`src/rtl/mem_pkg.sv`:
```
// Shared definitions for the MEM stage and its data cache.
//   state_e     : MEM-stage access FSM states
//   CACHE_LINES : default number of one-word cache lines
//   ADDR_W      : default byte-address width
//   INDEX_W     : cache index width for the default geometry
//   TAG_W       : cache tag width for the default geometry
package mem_pkg;

   typedef enum logic [1:0] {
      IDLE    = 2'd0,
      RD_MISS = 2'd1,
      WR_WAIT = 2'd2
   } state_e;

   localparam int CACHE_LINES = 16;
   localparam int ADDR_W      = 32;
   localparam int INDEX_W     = $clog2(CACHE_LINES);
   localparam int TAG_W       = ADDR_W - 2 - INDEX_W;

endpackage

```
`src/rtl/dcache_array.sv`:
```
// Direct-mapped data cache storage, one 32-bit word per line.
//   clk, rstn : clock, async active-low reset (clears valid bits only)
//   idx_i     : line index for both lookup and write
//   tag_i     : tag compared on lookup and stored on write
//   hit_o     : selected line is valid and its tag matches
//   rdata_o   : data word of the selected line
//   we_i      : write (fill or store update) at the next rising edge
//   wdata_i   : word written when we_i is set
module dcache_array #(
   parameter int LINES = 16,
   parameter int IW    = 4,
   parameter int TW    = 26
) (
   input  logic          clk,
   input  logic          rstn,
   input  logic [IW-1:0] idx_i,
   input  logic [TW-1:0] tag_i,
   output logic          hit_o,
   output logic [31:0]   rdata_o,
   input  logic          we_i,
   input  logic [31:0]   wdata_i
);

   logic [LINES-1:0] valid_q;
   logic [TW-1:0]    tag_q  [LINES];
   logic [31:0]      data_q [LINES];

   assign hit_o   = valid_q[idx_i] & (tag_q[idx_i] == tag_i);
   assign rdata_o = data_q[idx_i];

   always_ff @(posedge clk or negedge rstn) begin
      if (!rstn) begin
         valid_q <= '0;
      end else if (we_i) begin
         valid_q[idx_i] <= 1'b1;
      end
   end

   // Tag/data need no reset: a line is only ever read through its valid bit.
   always_ff @(posedge clk) begin
      if (we_i) begin
         tag_q[idx_i]  <= tag_i;
         data_q[idx_i] <= wdata_i;
      end
   end

endmodule

```
`src/rtl/mem_stage.sv`:
```
// MEM stage of the 5-stage MIPS pipeline.
// Loads/stores go through a direct-mapped, write-through, no-write-allocate
// cache backed by a word-wide req/ack memory port; resolves branches and
// drives the MEM/WB register.
//   clk, rstn              : clock, async active-low reset
//   iSig_*                 : EX/MEM control (MemRead, MemWrite, Branch, MemtoReg, RegWrite)
//   iadder_branch_result   : branch target       -> obranch_target
//   iALU_zero              : ALU zero flag        -> oPCSrc
//   iALU_result            : effective address / ALU result
//   iregfile_read_2        : store data
//   ireg_write_reg         : destination register
//   oPCSrc, obranch_target : branch resolution
//   ostall, ocachehit      : pipeline freeze, cache hit of the current access
//   oread_data, oALU_result, oreg_write_reg, oSig_RegWrite, oSig_MemtoReg : MEM/WB
//   omem_req/we/addr/wdata, imem_rdata, imem_ack : main-memory handshake
module mem_stage
   import mem_pkg::*;
#(
   parameter int LINES = CACHE_LINES,
   parameter int AW    = ADDR_W
) (
   input  logic        clk,
   input  logic        rstn,
   input  logic        iSig_MemRead,
   input  logic        iSig_MemWrite,
   input  logic        iSig_Branch,
   input  logic        iSig_MemtoReg,
   input  logic        iSig_RegWrite,
   input  logic [31:0] iadder_branch_result,
   input  logic        iALU_zero,
   input  logic [31:0] iALU_result,
   input  logic [31:0] iregfile_read_2,
   input  logic [4:0]  ireg_write_reg,
   output logic        oPCSrc,
   output logic [31:0] obranch_target,
   output logic        ostall,
   output logic        ocachehit,
   output logic [31:0] oread_data,
   output logic [31:0] oALU_result,
   output logic [4:0]  oreg_write_reg,
   output logic        oSig_RegWrite,
   output logic        oSig_MemtoReg,
   output logic        omem_req,
   output logic        omem_we,
   output logic [31:0] omem_addr,
   output logic [31:0] omem_wdata,
   input  logic [31:0] imem_rdata,
   input  logic        imem_ack
);

   localparam int IW = $clog2(LINES);
   localparam int TW = AW - 2 - IW;

   state_e        state_q, state_d;
   logic [IW-1:0] idx;
   logic [TW-1:0] tag;
   logic          hit, is_rd, is_wr, in_idle;
   logic          rd_txn, wr_txn, req, ack, done_rd;
   logic          cache_we;
   logic [31:0]   cache_rdata, cache_wdata;

   logic          rw_d, mtr_d;
   logic [31:0]   rdata_d, alu_d;
   logic [4:0]    wreg_d;

   assign idx = iALU_result[IW+1:2];
   assign tag = iALU_result[AW-1:IW+2];

   dcache_array #(.LINES(LINES), .IW(IW), .TW(TW)) u_cache (
      .clk     (clk),
      .rstn    (rstn),
      .idx_i   (idx),
      .tag_i   (tag),
      .hit_o   (hit),
      .rdata_o (cache_rdata),
      .we_i    (cache_we),
      .wdata_i (cache_wdata)
   );

   // MemRead together with MemWrite is handled purely as a store.
   assign is_wr   = iSig_MemWrite;
   assign is_rd   = iSig_MemRead & ~iSig_MemWrite;
   assign in_idle = (state_q == IDLE);

   // Outstanding transaction type: decided from inputs in IDLE so the request
   // goes out in the miss cycle itself, from the state afterwards.
   assign rd_txn = in_idle ? (is_rd & ~hit) : (state_q == RD_MISS);
   assign wr_txn = in_idle ? is_wr          : (state_q == WR_WAIT);

   // Gating with rstn drops the request the instant reset asserts, even if
   // upstream still presents a load.
   assign req     = rstn & (rd_txn | wr_txn);
   assign ack     = req & imem_ack;
   assign done_rd = ack & rd_txn;

   assign ostall     = req & ~imem_ack;
   assign ocachehit  = in_idle & (iSig_MemRead | iSig_MemWrite) & hit;
   assign omem_req   = req;
   assign omem_we    = req & wr_txn;
   assign omem_addr  = req ? {iALU_result[31:2], 2'b00} : 32'd0;
   assign omem_wdata = omem_we ? iregfile_read_2 : 32'd0;

   // Fill on load completion; store updates only a line it already hits.
   assign cache_we    = done_rd | (ack & wr_txn & hit);
   assign cache_wdata = done_rd ? imem_rdata : iregfile_read_2;

   assign oPCSrc         = iSig_Branch & iALU_zero;
   assign obranch_target = iadder_branch_result;

   always_comb begin
      state_d = state_q;
      case (state_q)
         IDLE:    if (req & ~imem_ack) state_d = is_wr ? WR_WAIT : RD_MISS;
         RD_MISS: if (imem_ack) state_d = IDLE;
         WR_WAIT: if (imem_ack) state_d = IDLE;
         default: state_d = IDLE;
      endcase
   end

   always_ff @(posedge clk or negedge rstn) begin
      if (!rstn) state_q <= IDLE;
      else       state_q <= state_d;
   end

   // MEM/WB next value: a bubble while stalled, otherwise the EX/MEM entry
   // with load data from memory (miss) or the cache (hit).
   always_comb begin
      rw_d    = 1'b0;
      mtr_d   = 1'b0;
      rdata_d = 32'd0;
      alu_d   = 32'd0;
      wreg_d  = 5'd0;
      if (!ostall) begin
         rw_d   = iSig_RegWrite;
         mtr_d  = iSig_MemtoReg;
         alu_d  = iALU_result;
         wreg_d = ireg_write_reg;
         if (done_rd)                    rdata_d = imem_rdata;
         else if (in_idle & is_rd & hit) rdata_d = cache_rdata;
      end
   end

   always_ff @(posedge clk or negedge rstn) begin
      if (!rstn) begin
         oSig_RegWrite  <= 1'b0;
         oSig_MemtoReg  <= 1'b0;
         oread_data     <= 32'd0;
         oALU_result    <= 32'd0;
         oreg_write_reg <= 5'd0;
      end else begin
         oSig_RegWrite  <= rw_d;
         oSig_MemtoReg  <= mtr_d;
         oread_data     <= rdata_d;
         oALU_result    <= alu_d;
         oreg_write_reg <= wreg_d;
      end
   end

endmodule

```
`config.mk`:
```
export PLATFORM = sky130hd
export DESIGN_NAME = mem_stage
export DESIGN_NICKNAME = d
export VERILOG_FILES = /design/src/rtl/mem_pkg.sv /design/src/rtl/dcache_array.sv /design/src/rtl/mem_stage.sv
export SDC_FILE = /design/constraint.sdc
export NUM_CORES = 1
export LEC_CHECK = 0
export CAP_MARGIN = 20
export CORE_MARGIN = 8
export CORE_UTILIZATION = 53
export CTS_CLUSTER_DIAMETER = 150
export DETAILED_ROUTE_END_ITERATION = 6
export PLACE_DENSITY = 0.76
export SYNTH_ARGS = -nofsm -noshare
export SYNTH_HDL_FRONTEND = slang
export SYNTH_SLANG_ARGS = --single-unit
```
`constraint.sdc`:
```
create_clock -name clk -period 6.44 [get_ports clk]
set_input_delay 1.288 -clock clk [delete_from_list [all_inputs] [get_ports clk]]
set_output_delay 1.288 -clock clk [all_outputs]
set_load 0.005 [all_outputs]
```
# After elaboration in Yosys (flattened, before gate mapping)
# Memory sizes are Yosys's and may differ from the RTL's.
# Index checks and enable logic that the tools add are counted.
# totals
ff_bits	89
ram_bits	928
mem_count	2
input_bits	142
# classes
reduce_logical	4
magnitude_cmp	2
muxes	22
n_eq_ne	5
n_bitwise	22
# memory_table
name	words	word_bits	read_ports	rd_ports_with_merged_regs	write_ports	line	source
u_cache.data_q	16	32	1	0	1	dcache_array.sv:26	logic [31:0] data_q [LINES];
u_cache.tag_q	16	26	1	0	1	dcache_array.sv:25	logic [TW-1:0] tag_q [LINES];
# op_table
operator	count
32-bit two-way mux	7
26-bit == test	1
16-bit bitwise OR	1
1-bit AND	15
1-bit two-way mux	8
2-bit two-way mux	3
4-bit by 5-bit less-than comparator with 1-bit output, second input constant	1
5-bit two-way mux	1
1-bit binary-select mux with 4-bit select	1
1-bit demux with 4-bit select	1
4-bit by 1-bit greater-or-equal comparator with 1-bit output, second input constant	1
2-bit one-hot mux with 2 select lines	1
1-bit inverter	3
1-bit bitwise OR	3
2-bit by 1-bit == test with 1-bit output, second input constant	1
2-bit == test, second input constant	1
2-bit logical NOT	1
2-bit by 1-bit inequality test with 1-bit output, second input constant	1
2-bit inequality test, second input constant	1
2-bit AND reduction	1
2-bit OR reduction	1
1-bit logical AND	1

# Depth between registers and ports, before layout
# logic_depth
ltp_word	14
depth_mapped	16
depth_no_buf	10

# By module
# A second synthesis with hierarchy kept.
# unflattened
cells_unflattened	1880
area_unflattened_um2	40123.5
# by_module_without_submodules
module	n_inst	cells_each	area_per_inst_um2
dcache_array	1	1549	36266.0
mem_stage	1	331	3857.4

# Worst setup path after synthesis
# No wires, ideal clock.
# synth_timing
path_kind	input-to-reg
from	input iALU_result[2]
to	memory u_cache.data_q[10][0] (enable)
setup_time_ns	0.545
slack_ns	-1.867
t_required_ns	5.895
arrival_ns	7.762
path_stages	13
path_cell_list	buf_6 -> buf_6 -> buf_6 -> mux4_2 -> mux2i_1 -> xor2_1 -> nand3b_1 -> a32o_1 -> nor4b_4 -> nand3_2 -> nor2b_4 -> buf_6 -> nor3_1
# synth_via
elab_chain_cells	14
word_cells_on_any_way	17
classes_between	eq/ne (1); mux (5); bitwise (10); memory (1)
# synth_rtl
element	line	source
from (decl)	mem_stage.sv:31	input logic [31:0] iALU_result,
memory 16 x 26 bit / 1-bit binary-select mux with 4-bit select (equally long branches)	n/a	
26-bit == test / 1-bit two-way mux (equally long branches)	dcache_array.sv:28	assign hit_o = valid_q[idx_i] & (tag_q[idx_i] == tag_i);
1-bit AND	dcache_array.sv:28	
1-bit inverter	mem_stage.sv:87	assign rd_txn = in_idle ? (is_rd & ~hit) : (state_q == RD_MISS);
1-bit AND	mem_stage.sv:87	
1-bit two-way mux	mem_stage.sv:87	
1-bit bitwise OR	mem_stage.sv:92	assign req = rstn & (rd_txn | wr_txn);
1-bit AND	mem_stage.sv:92	
1-bit AND	mem_stage.sv:93	assign ack = req & imem_ack;
1-bit AND (2 in a row)	mem_stage.sv:104	assign cache_we = done_rd | (ack & wr_txn & hit);
1-bit bitwise OR	mem_stage.sv:104	
1-bit two-way mux	dcache_array.sv:41	if (we_i) begin
1-bit two-way mux (implied by the code)	dcache_array.sv:43	data_q[idx_i] <= wdata_i;
to (decl)	dcache_array.sv:26	
# Parallel ways exist; a longest one is shown, timed or not. The select of a mux whose other input is x is not followed.

# Worst setup path after layout
# layout_timing
from	input iALU_result[3]
to	output omem_addr[3]
# layout_via
elab_chain_cells	9
word_cells_on_any_way	11
classes_between	eq/ne (1); mux (4); bitwise (5); memory (1)
# layout_rtl
element	line	source
memory 16 x 26 bit / 1-bit binary-select mux with 4-bit select (equally long branches)	n/a	
26-bit == test / 1-bit two-way mux (equally long branches)	dcache_array.sv:28	
1-bit AND	dcache_array.sv:28	
1-bit inverter	mem_stage.sv:87	
1-bit AND	mem_stage.sv:87	
1-bit two-way mux	mem_stage.sv:87	
1-bit bitwise OR	mem_stage.sv:92	
1-bit AND	mem_stage.sv:92	
32-bit two-way mux (*)	mem_stage.sv:100	assign omem_addr = req ? {iALU_result[31:2], 2'b00} : 32'd0;
to (decl)	mem_stage.sv:45	output logic [31:0] omem_addr,
# Every way passes the cells marked *; elsewhere a longest branch is shown, timed or not. The select of a mux whose other input is x is not followed.

==> metrics.md <==
| Metric | Value |
|---|---|
| Outcome | complete, no violations |
| Initial antenna violation count | 2 |
| Leak | 16.4 nW |
| Vias in the first global route | 22400 |
| Drt total wl | approximately 100000 um |
| Sequential cell area | approximately 0.03 mm^2 |
| Core area | 0.0757 mm^2 |
| # rows | ~100 |
| Combinational power share | 9.5% |
| Cell chain of the critical path | buf_6 > nor2_2 > a22oi_1 > a21o_1 > a2111oi_0 > a41o_1 > o211ai_1 > nor4b_4 > o211a_1 > nor2_2 > buf_12 > and2_1 > clkdlybuf4s50_1 |
| Congestion Overflow GR | 0 |
| Clock buffer count from CTS | 99 |
| Clock transition at path regs | 60 ps |
| Commonest cells post-synth | 928 x edfxtp_1, 223 x mux4_2, 110 x mux2i_1 |
| Area grow syn2layout | 18.6% |
| Post-route minimum period | slightly above 6000 ps |
| Top reg by flops | u_cache.data_q |
| Psw | 3.24 mW |
| Top cells by area, synth | edfxtp_1 69%, mux4_2 12%, dfrtp_1 5.5% |
| RePlAce Congestion | roughly 0.85 |
| Io pins | around 310 |
| Total power | roughly 15 mW |
| Worst ir drop on vdd | ~0.2 mV |
| GRT Total Usage | 23.4% |
| CTS Buffer Depth | 3 |
| CP Capture Type | output pin |
| Diode count | 0 |
| CTS tree | built |
| Sw Share | roughly 22% |
| Die Area | around 0.085 mm^2 |
| Largest net degree at the start of global routing | 67 |
| Setup CP Type | in2out |
| Top flop regs | u_cache.data_q: 512 flops, u_cache.tag_q: 416 flops |
| Die W | between 200 and 300 um |
| Setup TNS | 0 ps |
| Rel. slew slack | around a quarter |
| Post-synthesis sequential area ratio | 74.4% |
| Fillers | 4929 |
| DRC errors left | 0 |
| Die Ht | ~300 um |
| Synth Warn # | 0 |
| Critical Path RT | 5150 ps |
| Most frequent cell after synthesis | edfxtp_1 |
| Multi-input logic area | between 0.009 and 0.01 mm^2 |
| Post-CTS Hold Buffers | 0 |
| Setup crit start kind | input pin |
| Pint | approximately 11 mW |
| Power per cell area | slightly above 300 mW/mm^2 |
| Worst-Skew Late Latency | approximately 660 ps |
| Fmax | 162 MHz |
| CP dominant cell by count | nor2_2 |
| Count of final hold-check violations | 0 |
| Slowest cell on the critical path | nor2_2 |
| Routed Antenna Nets | 0 |
| Detailed Routing Iterations Pass 1 | 5 |
| Least-Margin Pin Slew | 1100 ps |
| Layout cells sized above 1 | about a quarter |
| PortBufs | about 250 |
| DR WL/cell | 29.4 um |
| Final setup fails | 0 |
| RSZ-0062 raised after global routing | no |
| Initial Utilization | between 50% and 60% |
| Synth area leader | edfxtp_1 |
| Synth Flop Type | edfxtp_1 |
| Slowest cell delay on critical path | 650 ps |
| Via-to-Cell Ratio | around 6.2 |
| Slew Limit Fails | 0 |
| Post-synth EDFFs | between 900 and 1000 |
| Via count | 21200 |
| Post-DP HPWL | approximately 57000 um |
| Max Cap Viol | 0 |
| Clock Sinks | 1017 |
| First-pass GRT wire length | roughly 150000 um |
| Clk pwr share | 39.7% |
| Seq pwr share | 50.7% |
| Syn avg cell area | ~20 um^2 |
| Async SR Flop Fraction | between 8 and 9% |
| Critical Path AT | 4900 ps |
| Clock root buffer | clkbuf_16 |
| Post-Synthesis Cells | slightly above 2000 |
| Maximum fanout along the worst path | 34 |
| Library cells used by synthesis | 64 |
| Starting DRT DRC Count | 2231 |
| Area share of the largest cell type after synthesis | 68.9% |
| Worst Skew | ~32 ps |
| #FFs+latches synth | about 1000 |
| Nets | between 2000 and 3000 |
| Hold Crit Class | reg2reg |
| Crit share post-route | around 96% |
| Post-Syn Area | 0.0404 mm^2 |
| Max reg flops | just over 500 |
| CTS H-tree lvls | 3 |
stage by stage:
| stage | util, % | cells | cell area (um^2) | hold slack [ps] | setup WS [ps] |
|---|---|---|---|---|---|
| floorplan | - | 2034 | 40500 | 431 | -1760 |
| global placement | 59.0 | 3234 | 44600 | 442 | 281 |
| detailed placement | 59.0 | 3234 | 44600 | 454 | 201 |
| CTS | 63.3 | 3421 | 47900 | 463 | 146 |
| global route | 63.4 | 3428 | 48000 | 476 | 23.0 |
| finish | 63.4 | 3428 | 48000 | 460 | 253 |
worst max-delay path: cells and delay by family:
family | cells | cell delay (ps)
AND/OR/NAND/NOR | 4 | 1240
buffers and inverters | 3 | 860
AO/OA/AOI/OAI | 6 | 1490
path summary, 6_finish.rpt:
kind                                      startpoint                    end  slack, ps  cells past startpoint
worst max register to register  u_cache.tag_q[3][10]  u_cache.data_q[6][20]       2100                     13
min in group asynchronous                       rstn     u_cache.valid_q[4]        940                      2
worst min register to register   u_cache.valid_q[11]    u_cache.valid_q[11]        460                      1
max in group asynchronous                       rstn         oread_data[25]       4320                      3
worst min-delay path             u_cache.valid_q[11]    u_cache.valid_q[11]        460                      1
worst max-delay path                  iALU_result[3]           omem_addr[3]        250                     13
cell usage in the layout (no fill, tap or decap), types with 7 or more instances in the layout:
cell	n
edfxtp_1	928
clkdlybuf4s50_1	242
mux4_2	223
mux2i_1	110
clkbuf_16	102
buf_4	96
dfrtp_1	89
inv_1	76
and2_1	56
nand2_1	52
o21ai_1	52
a22oi_1	37
nor2b_2	31
buf_12	28
clkbuf_1	22
nor2_1	20
clkinv_1	20
mux2_2	19
o21ai_0	19
xnor2_1	17
clkinv_2	17
a21oi_1	13
a31o_1	12
a221oi_1	11
nor3_4	11
o22ai_1	10
nor3_1	10
bufinv_16	10
nand2b_1	7
and3_1	7
nand3_1	7
area by class of cell:
type                            count  area share (%)
Clock buffer                      128            5.61
Clock inverter                     59            1.21
Inverter                           77           0.602
Multi-Input combinational cell    800            19.5
Sequential cell                  1017            62.7
Tap cell                          978            2.55
Timing Repair Buffer              369            7.78
layer usage:
layer  wire length (um)  track usage, %
met5                  0               0
met4               3600            8.99
met2              50900            39.2
met3               8940            4.26
met1              37300            30.7
timing repair:
item / 4_1_cts / 5_1_grt
setup endpoints to repair: 0 / 19
setup buffers: 0 / 0
gates resized for setup: 0 / 1
hold endpoints to repair: 0 / 0
logic make-up after synthesis:
group	synth area share [%]
compound gates	3.04
xor+xnor	0.476
fa+ha+maj	0.0928
buf+inv	2.85
flops	74.4
mux	15.7
other cells	0.00927
simple gates	3.45
power by group through the flow:
stage                     Sequential (mW)  Clock (mW)  Combinational [mW]
final                                7.42        5.81                1.39
after global routing                 7.43        6.12                1.49
after CTS                            7.42        5.89                1.39
after floorplan                      7.56           0               0.723
after global placement               7.55           0                1.33
after detailed placement             7.56           0                1.38
No activity file was read; power rests on OpenSTA's default activity.
